==> config.mk <==
export PLATFORM = sky130hd
export DESIGN_NAME = serial_add_ctrl
export DESIGN_NICKNAME = d
export VERILOG_FILES = /design/src/rtl/serial_add_ctrl.sv
export SDC_FILE = /design/constraint.sdc
export NUM_CORES = 1
export LEC_CHECK = 0
export CAP_MARGIN = 20
export CORE_UTILIZATION = 51
export CTS_BUF_LIST = sky130_fd_sc_hd__clkbuf_16
export DETAILED_ROUTE_END_ITERATION = 10
export GPL_ROUTABILITY_DRIVEN = 0
export PLACE_DENSITY = 0.89
export SYNTH_ARGS = -nofsm -noshare
export SYNTH_HDL_FRONTEND = slang
export SYNTH_SLANG_ARGS = --single-unit
==> constraint.sdc <==
create_clock -name clk -period 1.5 [get_ports clk]
set_input_delay 0.3 -clock clk [delete_from_list [all_inputs] [get_ports clk]]
set_output_delay 0.3 -clock clk [all_outputs]
set_load 0.1 [all_outputs]
==> src/rtl/serial_add_ctrl.sv <==
// Bit-serial adder sequencer: one shared 1-bit full adder, one bit per clock, LSB first.
// Optional subtract mode (sub port, two's-complement of op_b) enabled by defining SERIAL_ADD_SUB_EN.

module full_adder_with_enable (
    input  logic en,
    input  logic a,
    input  logic b,
    input  logic cin,
    output logic sum,
    output logic cout
);
    always_comb begin
        sum  = 1'b0;
        cout = 1'b0;
        if (en) begin
            sum  = a ^ b ^ cin;
            cout = (a & b) | (a & cin) | (b & cin);
        end
    end
endmodule

module serial_add_ctrl #(
    parameter int WIDTH = 8
) (
    input  logic             clk,
    input  logic             rst_n,
    input  logic             start,
    input  logic [WIDTH-1:0] op_a,
    input  logic [WIDTH-1:0] op_b,
    input  logic             cin_in,
`ifdef SERIAL_ADD_SUB_EN
    input  logic             sub,
`endif
    output logic             busy,
    output logic             done,
    output logic [WIDTH-1:0] result,
    output logic             cout_out
);
    localparam int CW = $clog2(WIDTH);
    localparam logic [CW-1:0] LAST = CW'(WIDTH - 1);

    typedef enum logic [1:0] {
        S_IDLE,
        S_RUN,
        S_DONE
    } state_t;

    state_t           state;
    state_t           state_nxt;
    logic [WIDTH-1:0] sh_a;
    logic [WIDTH-1:0] sh_b;
    logic [WIDTH-1:0] res_sh;
    logic [CW-1:0]    cnt;
    logic             carry;
    logic             accept;
    logic             add_en;
    logic             add_sum;
    logic             add_cout;
    logic [WIDTH-1:0] b_load;
    logic             c_load;

`ifdef SERIAL_ADD_SUB_EN
    // Subtraction is a + ~b + 1, so the inverted operand and forced carry are loaded at start.
    assign b_load = sub ? ~op_b : op_b;
    assign c_load = sub ? 1'b1 : cin_in;
`else
    assign b_load = op_b;
    assign c_load = cin_in;
`endif

    full_adder_with_enable u_fa (
        .en   (add_en),
        .a    (sh_a[0]),
        .b    (sh_b[0]),
        .cin  (carry),
        .sum  (add_sum),
        .cout (add_cout)
    );

    always_ff @(posedge clk) begin
        if (!rst_n) begin
            state <= S_IDLE;
        end else begin
            state <= state_nxt;
        end
    end

    always_comb begin
        state_nxt = state;
        busy      = 1'b0;
        done      = 1'b0;
        add_en    = 1'b0;
        accept    = 1'b0;
        case (state)
            S_IDLE: begin
                if (start) begin
                    accept    = 1'b1;
                    state_nxt = S_RUN;
                end
            end
            S_RUN: begin
                busy   = 1'b1;
                add_en = 1'b1;
                if (cnt == LAST) begin
                    state_nxt = S_DONE;
                end
            end
            S_DONE: begin
                busy      = 1'b1;
                done      = 1'b1;
                state_nxt = S_IDLE;
            end
            default: state_nxt = S_IDLE;
        endcase
    end

    // The visible result is written only on the final bit so it stays stable throughout RUN.
    always_ff @(posedge clk) begin
        if (!rst_n) begin
            sh_a     <= '0;
            sh_b     <= '0;
            res_sh   <= '0;
            cnt      <= '0;
            carry    <= 1'b0;
            result   <= '0;
            cout_out <= 1'b0;
        end else if (accept) begin
            sh_a  <= op_a;
            sh_b  <= b_load;
            carry <= c_load;
            cnt   <= '0;
        end else if (add_en) begin
            carry  <= add_cout;
            res_sh <= {add_sum, res_sh[WIDTH-1:1]};
            sh_a   <= {1'b0, sh_a[WIDTH-1:1]};
            sh_b   <= {1'b0, sh_b[WIDTH-1:1]};
            cnt    <= cnt + 1'b1;
            if (cnt == LAST) begin
                result   <= {add_sum, res_sh[WIDTH-1:1]};
                cout_out <= add_cout;
            end
        end
    end
endmodule

==> results of run 1 <==
## registers in the layout (all words and copies together), names as in the netlist
signal	flops
carry	1
cnt	3
sh_a	8
cout_out	1
result	8
sh_b	8
state	2
res_sh	7
## power breakdown
part | leakage, nW | switching (mW) | total, mW | internal, mW
Combinational | 0.472 | 0.729 | 1.36 | 0.634
Clock | 0.0940 | 0.418 | 1.37 | 0.955
Sequential | 0.311 | 0.118 | 1.31 | 1.19
## routing by layer
metal / vias up / GRT usage, % / part of all wire, %
li1: 653 / - / -
met1: 598 / 22.9 / 39
met2: 35 / 41.9 / 56
met3: 7 / 6.11 / 3.7
met4: 0 / 7.82 / 1.5
met5: - / 0 / 0
## critical path: cells and delay by family (launching register included)
kind | cells | cell delay (ns)
flip-flops | 1 | 0.36
buffers and inverters | 2 | 0.23
adder cells (fa/ha/maj) | 1 | 0.27
## synthesized netlist by cell type
cell and instances:
sky130_fd_sc_hd__a22oi_2 1, sky130_fd_sc_hd__nand3b_1 2, sky130_fd_sc_hd__o21ai_1 14, sky130_fd_sc_hd__nand3_1 11
sky130_fd_sc_hd__ha_1 7, sky130_fd_sc_hd__nor2_1 3, sky130_fd_sc_hd__xnor2_1 1, sky130_fd_sc_hd__buf_2 5
sky130_fd_sc_hd__nor2b_1 7, sky130_fd_sc_hd__buf_6 3, sky130_fd_sc_hd__a21boi_0 2, sky130_fd_sc_hd__inv_1 3
sky130_fd_sc_hd__buf_4 3, sky130_fd_sc_hd__a21oi_1 15, sky130_fd_sc_hd__nand2_1 14, sky130_fd_sc_hd__clkbuf_1 1
sky130_fd_sc_hd__dfxtp_1 38, sky130_fd_sc_hd__nand2_2 2, sky130_fd_sc_hd__mux2i_1 26, sky130_fd_sc_hd__fa_1 1
sky130_fd_sc_hd__inv_2 1, sky130_fd_sc_hd__o21ai_0 1, sky130_fd_sc_hd__a21boi_1 9
## worst paths after layout
| path | slack, ns | depth (start not counted) | from | end |
|---|---|---|---|---|
| setup / recovery | 0.05 | 3 | state[0]$_SDFFE_PN0P_ | busy |
| hold / removal | 0.49 | 2 | res_sh[1]$_SDFFE_PN0P_ | result[0]$_SDFFE_PN0P_ |
| setup reg to reg | 0.10 | 5 | cnt[0]$_SDFFE_PP0N_ | state[1]$_SDFFE_PN0P_ |
| hold reg to reg | 0.49 | 2 | res_sh[1]$_SDFFE_PN0P_ | result[0]$_SDFFE_PN0P_ |
## kinds of logic after synthesis
kind of cell	after synthesis
buffers and inverters	16
AOI/OAI and AO/OA	42
and+or+nand+nor	39
muxes	26
xor gates and xnor gates	1
DFF	38
adders and majority gates	8
## final cells by class
| class | count | area, µm² | area share (%) |
|---|---|---|---|
| multi-input combinational | 116 | 825 | 35.1 |
| sequential | 38 | 763 | 32.5 |
| timing repair buffer | 35 | 498 | 21.2 |
| clock buffer | 5 | 125 | 5.32 |
| clock inverter | 3 | 68.8 | 2.93 |
| tap | 44 | 55.1 | 2.34 |
| inverter | 4 | 15.0 | 0.639 |
==> out/summary.md, run 1 <==
The run finished with clean final reports. TritonCTS built the clock tree. Summing every instance area after synthesis gives 1670 µm².

The library cell used most frequently in the layout, excluding fill and tap cells, is sky130_fd_sc_hd__dfxtp_1. Count of placed standard cells including taps: 237. For the violation count after the first detailed-route iteration, the log shows 22. The endpoint class of the critical path was an output port. Summing all non-filler instances in the final layout gives an area of 2350 µm².

The routed design could run at a clock period as short as 1.45 ns. For this run, the share of the core covered by cells in the final layout is 76.3%. For the worst setup path, the data required time is 1.20 ns.

Port buffering added 30 buffers. The run gives 5 as the total CTS buffers. sky130_fd_sc_hd__dfxtp_1 takes more of the synthesized area than any other cell. The logs give 0 for the number of diodes added for antenna fixing and 214 for the total of fill cells in the finished design. The floorplan step defined a core boundary enclosing 3080 µm².

The number of different library cells used by synthesis comes to 23. The share of the synthesized netlist area taken by xor and xnor gates works out to 0.524%. Traced cell by cell, the critical path runs through inv_2 -> ha_4 -> buf_12.

In this run the deepest clock path goes through 2 buffers. In this run the vertical extent of the chip is 59.3 µm. The final routed DRC violation total came out at 0.

The number of warnings printed during yosys synthesis came out at 0. The final count of pins violating max slew is 0, and the transition time of the tightest slew-check pin is 0.247 ns. Power comes to 4.04 mW. By area, the combinational part of the netlist is dominated by multiplexers. The run gives 2200 µm as the HPWL reported at the end of detailed placement. In this run the worst path has a maximum fanout of 4.

The first global-routing pass estimated 5620 µm of wire. The compound-gate portion of the synthesized area works out to 14.7%. For this design the static power due to leakage is 0.877 nW.

The number of iterations in the first detailed-routing pass was 4; the worst supply voltage drop on vdd was 1.37 mV. For this run, the slowest stage of the critical path takes 0.36 ns. After synthesis, the largest area contributor takes up 45.5% of total cell area. The clock root buffer master is sky130_fd_sc_hd__clkbuf_16. Hold repair after CTS inserted 0 buffers.

The clock reaches the later pin of the worst-skew pair after 0.28 ns. Of the total synthesized cell area, the portion taken by full adders, half adders and majority gates is 6.43%. The worst min-delay path class is reg -> reg. The type of element launching the critical path is a flip-flop. STA puts the critical path data arrival time at 1.15 ns. Setup repair after global routing left no endpoint under its margin. Among all stages on the critical path, the largest delay is contributed by sky130_fd_sc_hd__dfxtp_2.

The run gives 0 as the final global-route overflow total. The H-tree was split into 2 levels. Dividing the final minimum period by the clock period gives 96.8%. Leaving out fill and tap cells, the most frequent cells in the layout are sky130_fd_sc_hd__dfxtp_1, sky130_fd_sc_hd__mux2i_1, sky130_fd_sc_hd__clkdlybuf4s50_1, sky130_fd_sc_hd__a21oi_1, sky130_fd_sc_hd__buf_12. For this design the top-level I/O count stands at 31.

Hold is met by 0.491 ns. The average cell area after synthesis is 9.84 µm², and the CTS sink count is 38. The width of the die came out at 59.3 µm. Global routing used 22.1% of the available tracks. The tools report the number of setup buffers added after CTS as 0.

The count of endpoints failing setup in the final report was 0. By area the synthesized netlist is led by sky130_fd_sc_hd__dfxtp_1, sky130_fd_sc_hd__mux2i_1, sky130_fd_sc_hd__ha_1, sky130_fd_sc_hd__a21oi_1, sky130_fd_sc_hd__o21ai_1. For this configuration, the core starts out at a cell density of 54.3%. The minimum setup slack after placement was 0.0550 ns. The placed standard-cell area was 2140 µm²; the worst setup slack after layout was 0.0481 ns. The run gives 83.5% as the remaining max-slew budget at the tightest pin. The tools report the sequential area share after synthesis as 45.5%. After technology mapping, the gate count stands at 170. The largest net degree at the start of global routing was 39; the final count of hold timing violations was 0. Summed over all layers, the routed wires come to 3430 µm. In the final layout, the share of cells above drive strength 1 is 16.4%.

Counting flops and latches in the post-synthesis netlist gives 38. Static timing analysis puts the maximum clock frequency at 689 MHz. Setup total negative slack on the finished layout was measured at 0 ns. For this run, the number of standard cells in the final layout without fillers is 245.

For the number of antenna-violating nets in the routed design, the log shows 0. Across the routed clock network, the largest skew measured is 0.00530 ns. The register clock-pin slew on the reported worst setup and hold paths came out at 0.06 ns. Dividing the detail-routed wire length by the instance count gives 14.0 µm. The share of synthesized cell area in and, or, nand and nor gates works out to 11.4%. The run gives 1,305 as the number of global-route vias before repair. Path type of the worst setup path: reg -> out.

Relative to the synthesized area, the layout overhead comes to 40.5%. In the routed layout, each cell is associated on average with a via count of 5.28. Measured against the total synthesized area, the mux share comes to 15.6%. The floorplan row count was 20. For the number of max-cap violations, the log shows 0. The die footprint is 3510 µm². When the netlist entered floorplanning its net count stood at 198. Dividing total power by cell area gives a power density of 1720 nW/µm². The number of gates resized after CTS is 3. Number of nets in the finished design: 228. The run gives 0 as the initial antenna violation count. The routed layout has 1,293 vias.
Power figures use the tool's default switching activity.
==> run 2: changes to the inputs <==
Settings changed: TNS_END_PERCENT from default to 20.
==> results of run 2 <==
The final DEF is identical to that of run 1; final timing and power are the same.
==> run 3: changes to the inputs <==
Settings changed: CORE_MARGIN from default to 5, GPL_TIMING_DRIVEN from default to 0.
==> run 3 against run 2 <==
  * Design area decreased by 6.7%
  * Die area grew 29%
  * Combinational power is 6% lower
  * Critical endpoint is now cout_out
==> out/summary.md, run 3 (synthesis results as in run 1) <==
The largest registers in the layout are result: 8 flops, sh_a: 8 flops, sh_b: 8 flops. The critical-path maximum fanout works out to 2 (-2). The worst path required time was 1.20 ns (about the same); the buffer depth of the longest clock path was 2 (unchanged). The mean routed wirelength per cell came out at 11.5 µm (-18%). The run gives 38 (unchanged) as the CTS sink count. The worst hold path belongs to the class in -> reg. The library cell used most frequently in the layout, excluding fill and tap cells, is sky130_fd_sc_hd__dfxtp_1. Leaving out fill and tap cells, the most frequent cells in the layout are sky130_fd_sc_hd__dfxtp_1, sky130_fd_sc_hd__mux2i_1, sky130_fd_sc_hd__clkdlybuf4s50_1, sky130_fd_sc_hd__a21oi_1.

The total CTS buffers is 5 (unchanged). The tools report the boundary pin count as 31 (unchanged). The logs give 1,246 (-3.6%) for the via count and 3100 µm² (+0.81%) for the core area. The number of buffers inserted by port buffering is 29 (-3.3%). The width of the die came out at 67.3 µm (+13%). For the remaining max-slew budget at the tightest pin, the log shows 63.5% (-20 points). The global-route usage over all layers is 15.0% (-7.1 points), and the fraction of final layout cells with drive strength greater than 1 is 17.9% (+1.5 points). Average via count per standard cell: 4.96 (-5.9%). The logs give 2.38 mW (-14%) for the internal power and 53.9% (-0.44 points) for the initial core utilization. The maximum achievable frequency was 680 MHz (-1.2%). The number of gates resized after CTS was 46 (+43). Relative to the synthesized area, the layout overhead comes to 31.0%. The number of buffers and inverters on the critical path is 1 (-1), and the shortest period the worst path allows is 1.47 ns (+0.0180 ns). The transition time of the tightest slew-check pin came out at 0.550 ns (+0.303 ns). Type of element launching the critical path: a flip-flop. Initial antenna violation count: 0 (unchanged). The worst supply voltage drop on vdd is 0.842 mV (-39%), and the final routed DRC violation total is 0 (unchanged). The first-pass GRT wire length came out at 4970 µm (-12%).

The total wirelength of the detailed-routed design came out at 2900 µm (-16%). The number of nets in the finished design was 234 (+2.6%); the largest net degree at the start of global routing was 12 (-69%). The path length in cells of the critical path was 1 (-2). The minimum setup slack after placement came out at -0.721 ns (-0.776 ns). The run finished with clean final reports. The run gives 85 (+290%) as the violation count after the first detailed-route iteration. The tools report the H-tree depth as 2 (unchanged). The number of setup buffers added after CTS was 0 (unchanged). The run gives 0 (unchanged) as the final count of pins violating max slew.

The number of cells on the worst reg-to-reg path came out at 6 (+1). The HPWL reported at the end of detailed placement is 2130 µm (-3.4%). The signal on the critical path passes through clkdlybuf4s15_2. The number of cells on the worst hold path is 3 (+1). Largest delay contributor family on the critical path: buffers and inverters. Switching power as a share of total power: 33.0% (+1.7 points). The die footprint is 4530 µm² (+29%), and the fraction of power consumed by combinational cells is 36.1% (+2.4 points). The total of fill cells in the finished design was 267 (+25%); the overall power consumption was 3.55 mW (-12%). The tree is rooted in a sky130_fd_sc_hd__clkbuf_16. The floorplan row count was 20 (unchanged); the final global-route overflow total was 0 (unchanged).

The net switching power was 1.17 mW (-7.5%); the number of global-route vias before repair was 1,241 (-4.9%). TritonCTS built the clock tree. The clock network fraction of design power came out at 27.4% (-6.6 points). The final clock period utilization by the worst path came out at 98.0% (+1.2 points). The run gives 1.17 ns (+0.02 ns) as the endpoint arrival time on the critical path. The number of iterations in the first detailed-routing pass was 4 (unchanged); the register clock-pin slew on the reported worst setup and hold paths was 0.05 ns (about the same). The power density over the cells was 1620 nW/µm² (-5.9%). The worst setup slack after layout came out at 0.0301 ns (-0.0180 ns). The clock skew after layout is 0.00251 ns (-0.00279 ns), and the count of endpoints failing setup in the final report is 0 (unchanged).

Number of max-cap violations: 0 (unchanged). For the hold buffer count at CTS, the log shows 0 (unchanged). Number of diodes added for antenna fixing: 0 (unchanged). The endpoint class of the critical path is an output port.

The later-pin clock latency in the skew report is 0.28 ns (about the same), and the proportion of power drawn by flip-flops and latches is 36.5% (+4.2 points). For the reported leakage power, the log shows 0.823 nW (-6.2%). The largest incremental delay on the critical path came out at 0.56 ns (+0.20 ns).

The library cell contributing the largest single delay on the critical path was sky130_fd_sc_hd__clkdlybuf4s15_2. The tools report the final count of hold timing violations as 0 (unchanged). The number of antenna-violating nets in the routed design is 0 (unchanged), and the height of the die is 67.3 µm (+13%).

The setup path with the least slack is of type reg -> out. The final-layout setup total negative slack is 0 ns (unchanged).
==> run 3: cell types whose count changed in the layout (fill, tap and decap cells not counted), sizes merged <==
cell           before  now
clkdlybuf4s15       0    8
bufinv              2    0
clkbuf              5    6
buf                16   13
clkinv              1    2
clkdlybuf4s18       0    1
clkdlybuf4s50      19   18
inv                 4    5
==> run 3: metal layers <==
| metal | share of wire [%] | vias to the layer above | GRT usage [%] |
|---|---|---|---|
| li1 | - | 656 | - |
| met3 | 6.4 | 7 | 4.16 |
| met5 | 0 | - | 0 |
| met1 | 45 | 546 | 15.8 |
| met4 | 2.7 | 0 | 9.87 |
| met2 | 46 | 37 | 25.9 |
==> run 3: metrics by stage <==
stage	utilization, %	instance area [µm²]	cells	hold WS (ns)
2_1_floorplan	-	1680	170	0.451
3_3_place_gp	65.1	2020	243	0.443
3_5_place_dp	65.1	2020	243	0.444
4_1_cts	70.6	2190	251	0.339
5_1_grt	70.6	2190	251	0.347
6_report	70.6	2190	251	0.332
==> run 3: worst paths after layout <==
check | startpoint | slack [ns] | endpoint
worst max-delay path | cout_out$_SDFFE_PN0P_ | 0.03 | cout_out
worst max register to register | cnt[0]$_SDFFE_PP0N_ | 0.19 | cout_out$_SDFFE_PN0P_
worst min register to register | result[1]$_SDFFE_PN0P_ | 0.45 | result[1]$_SDFFE_PN0P_
worst min-delay path | rst_n | 0.33 | state[1]$_SDFFE_PN0P_
==> run 3: power by group through the flow <==
stage	Sequential, mW	Combinational (mW)	Clock [mW]
2_1_floorplan	1.28	0.992	0
3_3_place_gp	1.30	1.17	0
3_5_place_dp	1.31	1.20	0
4_1_cts	1.29	1.29	0.988
5_1_grt	1.32	1.40	1.03
6_report	1.30	1.28	0.973
==> run 3: layout make-up <==
class | instances | area (µm²) | share of cell area, %
Inverter | 4 | 15.0 | 0.685
Sequential cell | 38 | 763 | 34.8
Clock buffer | 5 | 125 | 5.71
Timing Repair Buffer | 29 | 312 | 14.2
Clock inverter | 3 | 12.5 | 0.571
Multi-Input combinational cell | 116 | 825 | 37.6
Tap cell | 44 | 55.1 | 2.51
Buffer | 12 | 85.1 | 3.88
==> run 3: worst min-delay path, stage by stage <==
cell and delay, ns:
sky130_fd_sc_hd__buf_4 0.15, sky130_fd_sc_hd__nand2_1 0.07, sky130_fd_sc_hd__mux2i_1 0.05
